### src/rtl/seq_pkg.sv
// Shared types for the accumulator datapath sequencer.
// Opcode and FSM encodings plus the decoded strobe bundle.
package seq_pkg;

    localparam int SEQ_W   = 8;
    localparam int SEQ_OPW = 3;

    typedef enum logic [2:0] {
        OP_NOP  = 3'd0,
        OP_LDA  = 3'd1,
        OP_LDB  = 3'd2,
        OP_ADD  = 3'd3,
        OP_SUB  = 3'd4,
        OP_OUT  = 3'd5,
        OP_SKZ  = 3'd6,
        OP_RSVD = 3'd7
    } op_e;

    typedef enum logic [1:0] {
        S_IDLE = 2'd0,
        S_EXEC = 2'd1,
        S_OUTW = 2'd2
    } state_e;

    typedef struct packed {
        logic mux_sel;
        logic load_a;
        logic load_b;
        logic alu_sub;
        logic illegal;
    } ctrl_t;

endpackage

### src/rtl/datapath_sequencer_if.sv
// Instruction and result handshakes between producer, sequencer and consumer.
// slave = sequencer side, master = environment side.
interface datapath_sequencer_if #(
    parameter int W   = 8,
    parameter int OPW = 3
);
    logic           instr_valid;
    logic           instr_ready;
    logic [OPW-1:0] instr_op;
    logic [W-1:0]   instr_imm;
    logic           out_valid;
    logic           out_ready;
    logic [W-1:0]   out_data;

    modport slave (
        input  instr_valid,
        input  instr_op,
        input  instr_imm,
        input  out_ready,
        output instr_ready,
        output out_valid,
        output out_data
    );

    modport master (
        output instr_valid,
        output instr_op,
        output instr_imm,
        output out_ready,
        input  instr_ready,
        input  out_valid,
        input  out_data
    );
endinterface

### src/rtl/seq_decoder.sv
// Latched opcode to datapath strobes; the parent gates by EXEC.
// SEQ_SKZ_EN makes opcode 6 a legal, strobe-free SKZ.
module seq_decoder
    import seq_pkg::*;
(
    input  op_e   i_op,
    output ctrl_t o_ctrl
);

    always_comb begin
        o_ctrl = '0;
        unique case (1'b1)
            (i_op == OP_LDA): begin
                o_ctrl.mux_sel = 1'b1;
                o_ctrl.load_a  = 1'b1;
            end
            (i_op == OP_LDB): begin
                o_ctrl.mux_sel = 1'b1;
                o_ctrl.load_b  = 1'b1;
            end
            (i_op == OP_ADD): begin
                o_ctrl.load_a  = 1'b1;
            end
            (i_op == OP_SUB): begin
                o_ctrl.load_a  = 1'b1;
                o_ctrl.alu_sub = 1'b1;
            end
            (i_op == OP_SKZ): begin
`ifdef SEQ_SKZ_EN
                o_ctrl = '0;
`else
                o_ctrl.illegal = 1'b1;
`endif
            end
            (i_op == OP_RSVD): begin
                o_ctrl.illegal = 1'b1;
            end
            default: o_ctrl = '0;
        endcase
    end

endmodule

### src/rtl/datapath_sequencer.sv
// Micro-instruction sequencer for the 8-bit accumulator datapath.
// Optional SEQ_SKZ_EN adds skip-if-zero and the o_zero_flag port.
module datapath_sequencer
    import seq_pkg::*;
#(
    parameter int W   = SEQ_W,
    parameter int OPW = SEQ_OPW
) (
    input  logic         clk,
    input  logic         reset,
    datapath_sequencer_if.slave bus,
    output logic [W-1:0] o_imm_out,
    output logic         o_mux_sel,
    output logic         o_load_a,
    output logic         o_load_b,
    output logic         o_alu_sub,
    input  logic [W-1:0] i_alu_result,
    input  logic [W-1:0] i_acc_in,
    output logic         o_busy,
`ifdef SEQ_SKZ_EN
    output logic         o_zero_flag,
`endif
    output logic         o_illegal_op
);

    state_e         r_state;
    state_e         w_state_nxt;
    logic [OPW-1:0] r_op;
    logic [W-1:0]   r_imm;
    logic [W-1:0]   r_out;
    op_e            w_op;
    ctrl_t          w_dec;
    ctrl_t          w_ctrl;
    logic           w_instr_ready;
    logic           w_out_valid;
    logic           w_skip;
    logic           w_exec;

    assign w_op   = op_e'(r_op);
    assign w_exec = (r_state == S_EXEC);

    seq_decoder u_dec (
        .i_op   (w_op),
        .o_ctrl (w_dec)
    );

`ifdef SEQ_SKZ_EN
    logic r_skip;
    logic r_zflag;

    assign w_skip      = r_skip;
    assign o_zero_flag = r_zflag;

    always_ff @(posedge clk) begin
        if (reset) begin
            r_skip  <= 1'b0;
            r_zflag <= 1'b0;
        end else if (w_exec) begin
            if (r_skip) begin
                r_skip <= 1'b0;
            end else begin
                if (w_op == OP_ADD || w_op == OP_SUB)
                    r_zflag <= (i_alu_result == '0);
                if (w_op == OP_SKZ)
                    r_skip <= r_zflag;
            end
        end
    end
`else
    logic w_unused_alu;

    assign w_skip       = 1'b0;
    assign w_unused_alu = ^i_alu_result;
`endif

    always_ff @(posedge clk) begin
        if (reset)
            r_state <= S_IDLE;
        else
            r_state <= w_state_nxt;
    end

    // Strobes and out_valid are masked during reset so an abandoned
    // EXEC or OUTW never reaches the datapath or the consumer.
    always_comb begin
        w_state_nxt   = r_state;
        w_ctrl        = '0;
        w_instr_ready = 1'b0;
        w_out_valid   = 1'b0;
        unique case (r_state)
            S_IDLE: begin
                w_instr_ready = 1'b1;
                if (bus.instr_valid)
                    w_state_nxt = S_EXEC;
            end
            S_EXEC: begin
                if (!w_skip)
                    w_ctrl = w_dec;
                if (!w_skip && w_op == OP_OUT)
                    w_state_nxt = S_OUTW;
                else
                    w_state_nxt = S_IDLE;
            end
            S_OUTW: begin
                w_out_valid = 1'b1;
                if (bus.out_ready)
                    w_state_nxt = S_IDLE;
            end
            default: w_state_nxt = S_IDLE;
        endcase
        if (reset) begin
            w_ctrl      = '0;
            w_out_valid = 1'b0;
            w_state_nxt = S_IDLE;
        end
    end

    always_ff @(posedge clk) begin
        if (reset) begin
            r_op  <= '0;
            r_imm <= '0;
            r_out <= '0;
        end else begin
            if (w_instr_ready && bus.instr_valid) begin
                r_op  <= bus.instr_op;
                r_imm <= bus.instr_imm;
            end
            if (w_exec && !w_skip && w_op == OP_OUT)
                r_out <= i_acc_in;
        end
    end

    assign bus.instr_ready = w_instr_ready;
    assign bus.out_valid   = w_out_valid;
    assign bus.out_data    = r_out;

    assign o_imm_out    = r_imm;
    assign o_mux_sel    = w_ctrl.mux_sel;
    assign o_load_a     = w_ctrl.load_a;
    assign o_load_b     = w_ctrl.load_b;
    assign o_alu_sub    = w_ctrl.alu_sub;
    assign o_illegal_op = w_ctrl.illegal;
    assign o_busy       = (r_state != S_IDLE);

endmodule

### src/flat_wrapper.sv
// flat-port wrapper written by rule: the top's interface ports become plain ports
module datapath_sequencer_flat import seq_pkg::*;
#(
    parameter int W   = SEQ_W,
    parameter int OPW = SEQ_OPW
)
  (clk, reset, o_imm_out, o_mux_sel, o_load_a, o_load_b, o_alu_sub, i_alu_result, i_acc_in, o_busy, o_illegal_op, bus_instr_valid, bus_instr_op, bus_instr_imm, bus_out_ready, bus_instr_ready, bus_out_valid, bus_out_data);
  datapath_sequencer_if #(.W(W), .OPW(OPW)) bus_i ();
  input  logic clk;
  input  logic reset;
  output logic [W-1:0] o_imm_out;
  output logic o_mux_sel;
  output logic o_load_a;
  output logic o_load_b;
  output logic o_alu_sub;
  input  logic [W-1:0] i_alu_result;
  input  logic [W-1:0] i_acc_in;
  output logic o_busy;
  output logic o_illegal_op;
  input wire logic [$bits(bus_i.instr_valid)-1:0] bus_instr_valid;
  input wire logic [$bits(bus_i.instr_op)-1:0] bus_instr_op;
  input wire logic [$bits(bus_i.instr_imm)-1:0] bus_instr_imm;
  input wire logic [$bits(bus_i.out_ready)-1:0] bus_out_ready;
  output wire logic [$bits(bus_i.instr_ready)-1:0] bus_instr_ready;
  output wire logic [$bits(bus_i.out_valid)-1:0] bus_out_valid;
  output wire logic [$bits(bus_i.out_data)-1:0] bus_out_data;
  assign bus_i.instr_valid = bus_instr_valid;
  assign bus_i.instr_op = bus_instr_op;
  assign bus_i.instr_imm = bus_instr_imm;
  assign bus_i.out_ready = bus_out_ready;
  assign bus_instr_ready = bus_i.instr_ready;
  assign bus_out_valid = bus_i.out_valid;
  assign bus_out_data = bus_i.out_data;
  datapath_sequencer #(.W(W), .OPW(OPW)) u_core (.clk(clk), .reset(reset), .bus(bus_i), .o_imm_out(o_imm_out), .o_mux_sel(o_mux_sel), .o_load_a(o_load_a), .o_load_b(o_load_b), .o_alu_sub(o_alu_sub), .i_alu_result(i_alu_result), .i_acc_in(i_acc_in), .o_busy(o_busy), .o_illegal_op(o_illegal_op));
endmodule
### config.mk
export PLATFORM = sky130hd
export DESIGN_NAME = datapath_sequencer_flat
export DESIGN_NICKNAME = d
export VERILOG_FILES = /design/src/rtl/seq_pkg.sv /design/src/rtl/datapath_sequencer_if.sv /design/src/rtl/seq_decoder.sv /design/src/rtl/datapath_sequencer.sv /design/src/flat_wrapper.sv
export SDC_FILE = /design/constraint.sdc
export NUM_CORES = 1
export LEC_CHECK = 0
export BUFFER_PORTS_ARGS = -buffer_cell sky130_fd_sc_hd__buf_2
export CORE_ASPECT_RATIO = 0.75
export CORE_UTILIZATION = 44
export CTS_BUF_LIST = sky130_fd_sc_hd__clkbuf_4
export DETAILED_ROUTE_END_ITERATION = 7
export PLACE_DENSITY_LB_ADDON = 0.05
export SLEW_MARGIN = 20
export SYNTH_ARGS = -nofsm -noshare
export SYNTH_HDL_FRONTEND = slang
export SYNTH_SLANG_ARGS = --single-unit
### constraint.sdc
create_clock -name clk -period 1.5 [get_ports clk]
set_input_delay 0.15 -clock clk [delete_from_list [all_inputs] [get_ports clk]]
set_output_delay 0.15 -clock clk [all_outputs]
set_load 0.005 [all_outputs]
==> out/metrics.csv <==
metric,value,unit
clk_latency,0.30,ns
layout.nets,173,
final_hold_viol_count,0,
grtUsageTotal,16.3,%
setup_viol,4,
wl_per_cell,11.0,um
endpoint_kind,primary output,
finalMaxSlewViolations,0,
cp_slowest_cell,or3b_4,
synthTopCellsByArea,"dfxtp_1 (45%), mux2i_1 (20%), nand2b_1 (11%), nor2_1 (5.2%), nor4_2 (2.7%)",
p_leak,0.000585,uW
rsz0062_at_grt,yes,
path_clk_slew,0.11,ns
via_count,787,
syn_avg_cell_area,10.0,um^2
min_period_over_period,102,%
clockRootBuffer,clkbuf_4,
h-tree-depth,1,
via_per_inst,4.77,
yosysWarnings,0,
period_needed,1.53,ns
placed_area,1170,um^2
final_area,1240,um^2
crit_type,flop to primary output,
first_pass_iters,6,
ir_drop,0.835,mV
p_int,753,uW
r2r-start,u_core.r_op[0]$_SDFFE_PP0P_,
startpoint_type,flop,
synth_top_area_share,45.2,%
switching_share,25.1,%
worst_slack,-0.0278,ns
io_pins,55,
cts.sinks,21,
dieArea,2310,um^2
rows,14,
drc,1,
hp-class,input pin to flop,
fin_util,62.2,%
drive_above_1_share,44.7,%
slowest_delay,0.42,ns
synthesis.nets,124,
holdBufCountCts,0,
die_y,41.8,um
fp.dieW,55.1,um
yosysTopAreaCell,dfxtp_1,
r2r_slack,0.15,ns
seqPwrFrac,59.2,%
grt_pass1_wl,2.64,mm
cp_num_buf_inv,1,
cts_tree,yes,
holdWs,0.0699,ns
grt_pass1_vias,632,
min_delay_path_depth,3,
initial_utilization,46.6,%
drt_iter0_markers,8,
io_buffers,46,
grt_antenna_before_repair,0,
worstReg2RegEnd,u_core.bus.out_data[0]$_SDFFE_PP0P_,
worstMarginPinSlew,0.348,ns
yosys_register_bits,21,
cp_cell_sequence,or3b_4 -> nor3_2 -> buf_2,
crit_family,simple AND/OR/NAND/NOR gates,
ys_seq_area_share,45.2,%
grt-ovfl-total,0,
min_to,u_core.o_imm_out[4]$_SDFFE_PP0P_,
combPwrFrac,13.9,%
critical_path_arrival,1.38,ns
power_frac_clock,27.0,%
layout.cells.non_filler,165,
place_congestion,0.674,
violations,"design-rule violations, negative setup slack",
clockBufferDepth,2,
hp-start,bus_instr_imm[4],
pwr_density_cell,810,nW/um^2
switchingPower,252,uW
area_growth,33.3,%
grt_max_degree,31,
dp.cells,159,
dp_hpwl,1.31,mm
n_antenna_cell,0,
pre_cts_slack,0.125,ns
ant_nets,0,
core,2000,um^2
ys_types,19,
netlist_instances,93,
ff2ff_path_depth,3,
cts_made_buffers,3,
drv_cap,0,
status,finished with violations,
synthesis.area,931,um^2
relSlewSlack,76.8,%
clock_skew,0.00105,ns
crit_required,1.35,ns
worst-path-max-fanout,5,
wl,1.82,mm
fmax,0.655,GHz
-- placed cells by master, fill, tap and decap left out, drive strengths merged --
cell type / count
dfxtp: 21
nor3b: 4
buf: 50
nand4b: 1
nor3: 2
clkinv: 1
a21oi: 1
inv: 3
o21ba: 1
nor2: 14
clkbuf: 3
or3b: 1
mux2i: 19
xnor2: 1
nand2b: 16
nor4: 2
nor2b: 1
-- worst max-delay path by stage --
stage | cells past startpoint | end | slack (ns) | startpoint
floorplan | 2 | o_mux_sel | 0.31 | u_core.r_state[0]$_SDFFE_PP0P_
global placement | 3 | o_mux_sel | 0.15 | u_core.r_state[0]$_SDFFE_PP0P_
detailed placement | 3 | o_mux_sel | 0.12 | u_core.r_state[0]$_SDFFE_PP0P_
CTS | 3 | o_alu_sub | -0.04 | u_core.r_state[0]$_SDFFE_PP0P_
global route | 3 | o_alu_sub | -0.12 | u_core.r_state[1]$_SDFFE_PP0P_
finish | 3 | o_mux_sel | -0.03 | u_core.r_state[1]$_SDFFE_PP0P_
-- cell type report --
type	count	area (um^2)
clock buffers	3	22.5
clock inverters	1	5.00
fillers	187	756
inverters	3	11.3
multi-input cells	63	484
flip-flops and latches	21	428
well taps	24	30.0
repair buffers	50	260
-- synthesized netlist by cell type, drive strengths merged --
cell / n
or3b: 1
nor4: 2
mux2i: 19
a21oi: 1
nor3b: 4
buf: 2
nor2: 14
nor2b: 1
o21ba: 1
xnor2: 1
clkbuf: 4
nand4b: 1
dfxtp: 21
nand2b: 16
inv: 3
nor3: 2
-- repair_timing --
action                     4_1_cts  5_1_grt
buffers inserted                 2        0
setup endpoints to repair        5        5
gates resized for setup          6        1
pin swaps                        2        1
-- power groups by stage --
stage | registers [uW] | logic [uW] | clock network, uW
after detailed placement | 610 | 133 | 0
after global routing | 597 | 153 | 310
after global placement | 609 | 129 | 0
after floorplan | 603 | 84.5 | 0
final | 595 | 140 | 271
after CTS | 594 | 140 | 289
-- stage by stage --
stage / setup TNS [ns] / total power [uW]
6_report: -0.0600 / 1010
2_1_floorplan: 0 / 688
4_1_cts: -0.0892 / 1020
3_5_place_dp: 0 / 743
3_3_place_gp: 0 / 738
5_1_grt: -0.464 / 1060
-- worst reg2reg max path: stages, from the launching register on --
cell	delay [ns]
dfxtp_1	0.53
nand4b_1	0.21
nor2_4	0.31
mux2i_1	0.23
-- metal layers --
| metal | global-route usage [%] | vias up | share of wire, % | wire (um) |
|---|---|---|---|---|
| met5 | 0 | - | 0 | 0 |
| met4 | 4.50 | 0 | 0.71 | 13 |
| met3 | 7.69 | 3 | 6.7 | 123 |
| met2 | 28.2 | 27 | 49 | 892 |
| met1 | 17.1 | 352 | 44 | 794 |
| li1 | - | 405 | - | - |
-- kinds of logic (layout without fill, tap and decap cells) --
kind of cell	count (synthesis)	in the layout	share of synthesized area, %
AND/OR/NAND/NOR	41	41	27.3
flip-flops	21	21	45.2
multiplexers	19	19	20.4
buffers and inverters	9	57	4.57
AO/OA/AOI/OAI	2	2	1.61
XOR/XNOR	1	1	0.941
-- flip-flops by register name (all words and copies together), names as in the netlist --
name                 flops
u_core.bus.out_data      8
u_core.r_op              3
u_core.o_imm_out         8
u_core.r_state           2
(Power assumes the default switching activity.)
